==> config.mk <==
export PLATFORM = sky130hd
export DESIGN_NAME = jk_bank_controller
export DESIGN_NICKNAME = d
export VERILOG_FILES = /design/src/rtl/jk_bank_controller.sv
export SDC_FILE = /design/constraint.sdc
export NUM_CORES = 1
export LEC_CHECK = 0
export ABC_AREA = 1
export CORE_ASPECT_RATIO = 1.75
export CORE_MARGIN = 3
export CORE_UTILIZATION = 45
export CTS_BUF_LIST = sky130_fd_sc_hd__clkbuf_4 sky130_fd_sc_hd__clkbuf_8 sky130_fd_sc_hd__clkbuf_16
export DETAILED_ROUTE_END_ITERATION = 12
export PLACE_DENSITY = 0.76
export SKIP_LAST_GASP = 1
export SLEW_MARGIN = 20
export SYNTH_ARGS = -nofsm -noshare
export SYNTH_HDL_FRONTEND = slang
export SYNTH_SLANG_ARGS = --single-unit
export TNS_END_PERCENT = 100
==> constraint.sdc <==
create_clock -name clk -period 2.1 [get_ports clk]
set_input_delay 0.21 -clock clk [delete_from_list [all_inputs] [get_ports clk]]
set_output_delay 0.21 -clock clk [all_outputs]
set_load 0.005 [all_outputs]
==> src/rtl/jk_bank_controller.sv <==
// JK bank controller: applies hold/clear/set/toggle to a masked JK flip-flop bank
// for cmd_rep+1 cycles, with early abort and a one-cycle done pulse.
// Optional macro JK_BANK_SHADOW_EN compiles in a shadow model of the bank state.
module jk_bank_controller #(
  parameter int unsigned WIDTH = 8,
  parameter int unsigned REP_W = 4
) (
  input  logic             clk,
  input  logic             rst,
  input  logic             cmd_valid,
  output logic             cmd_ready,
  input  logic [1:0]       cmd_op,
  input  logic [WIDTH-1:0] cmd_mask,
  input  logic [REP_W-1:0] cmd_rep,
  input  logic             cmd_abort,
  output logic [WIDTH-1:0] j,
  output logic [WIDTH-1:0] k,
  output logic             busy,
  output logic             done,
  output logic             aborted,
  output logic [WIDTH-1:0] q_shadow
);

  typedef enum logic [1:0] {StIdle, StApply, StDone} state_e;

  state_e           state_q, state_d;
  logic [1:0]       op_q, op_d;
  logic [WIDTH-1:0] mask_q, mask_d;
  logic [REP_W-1:0] cnt_q, cnt_d;
  logic [WIDTH-1:0] j_q, j_d, k_q, k_d;
  logic             busy_q, busy_d;
  logic             done_q, done_d;
  logic             aborted_q, aborted_d;
  logic             ready_q, ready_d;

  // Next-state and registered-output computation; j/k are zero unless staying in APPLY.
  always_comb begin
    state_d   = state_q;
    op_d      = op_q;
    mask_d    = mask_q;
    cnt_d     = cnt_q;
    j_d       = '0;
    k_d       = '0;
    busy_d    = 1'b0;
    done_d    = 1'b0;
    aborted_d = 1'b0;
    ready_d   = 1'b0;
    unique case (state_q)
      StIdle: begin
        ready_d = 1'b1;
        if (cmd_valid && ready_q) begin
          state_d = StApply;
          op_d    = cmd_op;
          mask_d  = cmd_mask;
          cnt_d   = cmd_rep;
          j_d     = cmd_op[1] ? cmd_mask : '0;
          k_d     = cmd_op[0] ? cmd_mask : '0;
          busy_d  = 1'b1;
          ready_d = 1'b0;
        end
      end
      StApply: begin
        if (cmd_abort) begin
          state_d   = StDone;
          done_d    = 1'b1;
          aborted_d = 1'b1;
        end else if (cnt_q == '0) begin
          state_d = StDone;
          done_d  = 1'b1;
        end else begin
          cnt_d  = cnt_q - 1'b1;
          j_d    = op_q[1] ? mask_q : '0;
          k_d    = op_q[0] ? mask_q : '0;
          busy_d = 1'b1;
        end
      end
      StDone: begin
        state_d = StIdle;
        ready_d = 1'b1;
      end
      default: begin
        state_d = StIdle;
        ready_d = 1'b1;
      end
    endcase
  end

  // State and output registers with synchronous active-low reset.
  always_ff @(posedge clk) begin
    if (!rst) begin
      state_q   <= StIdle;
      op_q      <= 2'b00;
      mask_q    <= '0;
      cnt_q     <= '0;
      j_q       <= '0;
      k_q       <= '0;
      busy_q    <= 1'b0;
      done_q    <= 1'b0;
      aborted_q <= 1'b0;
      ready_q   <= 1'b1;
    end else begin
      state_q   <= state_d;
      op_q      <= op_d;
      mask_q    <= mask_d;
      cnt_q     <= cnt_d;
      j_q       <= j_d;
      k_q       <= k_d;
      busy_q    <= busy_d;
      done_q    <= done_d;
      aborted_q <= aborted_d;
      ready_q   <= ready_d;
    end
  end

  assign cmd_ready = ready_q;
  assign j         = j_q;
  assign k         = k_q;
  assign busy      = busy_q;
  assign done      = done_q;
  assign aborted   = aborted_q;

`ifdef JK_BANK_SHADOW_EN
  logic [WIDTH-1:0] shadow_q;

  // Shadow bank follows JK rules from the driven j/k: keep, clear, set, invert.
  always_ff @(posedge clk) begin
    if (!rst) begin
      shadow_q <= '0;
    end else begin
      shadow_q <= (j_q & ~shadow_q) | (~k_q & shadow_q);
    end
  end

  assign q_shadow = shadow_q;
`else
  assign q_shadow = '0;
`endif

endmodule

==> flow_summary_export.csv <==
group,metric,value,unit
logic_synthesis,ys_ff_latch,36,
worst_hold_path,min_path_type,"reg2reg",
logic_synthesis,synth_cell_type_count,20,
finish,area_delta_synth_final,26.3,%
power_and_ir_drop,fin_total_pwr,1490,µW
die,die_w,51.6,µm
timing,setup_viol,0,
timing,max_freq,693,MHz
finish,layout_commonest_cell,"nand2_1",
drt,drt-vias-per-instance,4.90,
logic_synthesis,synth_xor_xnor_area_share,0,%
timing,fin_skew,6.28,ps
place,io_buffers,37,
cts,numCtsBuffers,5,
setup_path,crit_type,"reg2reg",
die,initial_core_util,47.7,%
logic_synthesis,postSynthAreaPerCell,7.13,µm²
die,num_io_pins,46,
finish,drive_above_1_share,7.55,%
global_routing,grt.overflow.total,0,
logic_synthesis,synth_compound_area_share,10.1,%
drt,ant_nets,0,
global_routing,grt_first_pass_wirelength,5960,µm
cts,cts.sinks,36,
logic_synthesis,synthMuxAreaShare,0,%
setup_path,arrival,1610,ps
cts,cts_resized,0,
setup_path,critPathBufInv,1,
power_and_ir_drop,cellPowerDensity,721,nW/µm²
setup_path,slowest_delay,320,ps
logic_synthesis,synthSimpleGateAreaFrac,33.5,%
drt,drt_iter0_drc,38,
setup_path,path_delay_family,"simple AND/OR/NAND/NOR gates",
cts,clockBufferDepth,2,
timing,maxSlewViolCount,0,
setup_path,path_cells,"inv_1, ha_1, nand2_1, nor2_4, nor2_1, nand3_1, a21oi_1",
place,gp_congestion,0.885,
job,maxCapViolCount,0,
logic_synthesis,synth_top_family_by_area,"simple AND/OR/NAND/NOR gates",
setup_path,worst_path_max_delay_cell,"dfxtp_1",
timing,tns,0,ps
global_routing,grt_pass1_vias,1424,
global_routing,grt_max_degree,18,
logic_synthesis,ys_warn_count,0,
cts,post_cts_buffers,0,
drt,routed_wl,3520,µm
finish,fillers,348,
logic_synthesis,ys_seq_area_share,44.0,%
cts,cts.clk_slew.worst_paths,60,ps
setup_path,cp_max_fo,16,
setup_path,worst_ep_required_time,2270,ps
finish,fin_nets,286,
status,status,"completed",
die,dieHeight,85.8,µm
finish,n_antenna_cell,0,
global_routing,grt_use_total,17.8,%
timing,min_period,1440,ps
timing,fin_hold_ws,488,ps
timing,finalCritPeriodShare,68.7,%
logic_synthesis,postSynthCellCount,230,
setup_path,critPathLaunchType,"flip-flop",
power_and_ir_drop,ir_worst_vdd,439,µV
global_routing,antenna_found_initial,0,
drt,routedWlPerCell,11.3,µm
timing,rsz0062_at_grt,"false",
cts,ctsHoldBuffers,0,
setup_path,cp-end-kind,"flip-flop",
place,post-dp-hpwl,2560,µm
cts,htree_levels,2,
die,dieArea,4430,µm²
place,dpl-instance-area,2000,µm²
die,rows,28,
die,design.core.area,3430,µm²
finish,fin_area,2070,µm²
drt,first_pass_iters,4,
cts,cts-root-buf,"clkbuf_8",
drt,num_vias,1518,
power_and_ir_drop,p_leak,0.000802,µW
timing,finalHoldViolations,0,
finish,mostFrequentLayoutCells,"nand2_1, clkdlybuf4s50_1, dfxtp_1",
logic_synthesis,synthAdderAreaFrac,0.763,%
logic_synthesis,synth_area,1640,µm²
drt,drc,0,
cts,cts_tree,"yes",
cts,worstSkewPairLatency,290,ps
==> registers in the layout (all words and copies together) (netlist names) <==
register / cells
j: 8
k: 8
mask_q: 8
cnt_q: 4
op_q: 2
state_q: 2
aborted: 1
busy: 1
cmd_ready: 1
done: 1
==> per-layer routing <==
layer  wire [µm]  global-route usage, %  vias to the layer above
met5           0                      0                        -
met4          99                   11.0                        0
met3         203                   4.52                       10
met2        1890                   31.7                       54
met1        1330                   17.7                      676
li1            -                      -                      778
==> logic make-up (layout without fill, tap and decap cells) <==
| logic type | count (synthesis) | after routing |
|---|---|---|
| other | 1 | 8 |
| flip-flops | 36 | 36 |
| AND/OR/NAND/NOR | 125 | 125 |
| AO/OA/AOI/OAI | 32 | 32 |
| buffers and inverters | 35 | 63 |
| adder cells (fa/ha/maj) | 1 | 1 |
==> stage by stage <==
step / util (%) / std cells / worst slack, ps
2_1_floorplan: - / 237 / 859
3_3_place_gp: 58.3 / 305 / 552
3_5_place_dp: 58.3 / 305 / 542
4_1_cts: 60.3 / 310 / 651
5_1_grt: 60.3 / 310 / 533
6_report: 60.3 / 310 / 657
==> path summary, 6_finish.rpt <==
path / start / endpoint / slack [ps] / cells past startpoint
worst max-delay path: cnt_q[0] / j[2] / 660 / 7
worst min-delay path: mask_q[0] / mask_q[0] / 490 / 2
worst max register to register: cnt_q[0] / j[2] / 660 / 7
worst min register to register: mask_q[0] / mask_q[0] / 490 / 2
==> area by class of cell <==
class / count / area, µm² / area share, %
flip-flops and latches: 36 / 721 / 34.8
repair buffers: 42 / 408 / 19.7
multi-input cells: 166 / 757 / 36.6
clock buffers: 5 / 68.8 / 3.32
inverters: 16 / 60.1 / 2.90
well taps: 45 / 56.3 / 2.72
==> power by group <==
group	total [µW]	internal [µW]	switching, µW	leakage (µW)
clock	433	213	219	0.0000359
combinational	301	122	179	0.000472
sequential	761	726	34.2	0.000294
==> synth_stat cells, drive strengths merged <==
master  number  area share, %
a211oi       2           0.92
a21oi       27            8.2
buf         13            5.8
clkbuf       6            2.0
conb         1           0.23
dfxtp       36             44
ha           1           0.76
inv         16            3.7
nand2       66             15
nand3       23            8.1
nor2        35             10
nor3         1           0.31
o21ai        3           0.92
==> worst reg2reg max path, delay by kind of cell, from the launching register on <==
| family | cells | cell delay [ps] |
|---|---|---|
| and+or+nand+nor | 4 | 620 |
| DFF | 1 | 320 |
| adders and majority gates | 1 | 200 |
| buffers and inverters | 1 | 100 |
| AOI/OAI and AO/OA | 1 | 80 |
Note: power is estimated with default switching activity, not from simulation.
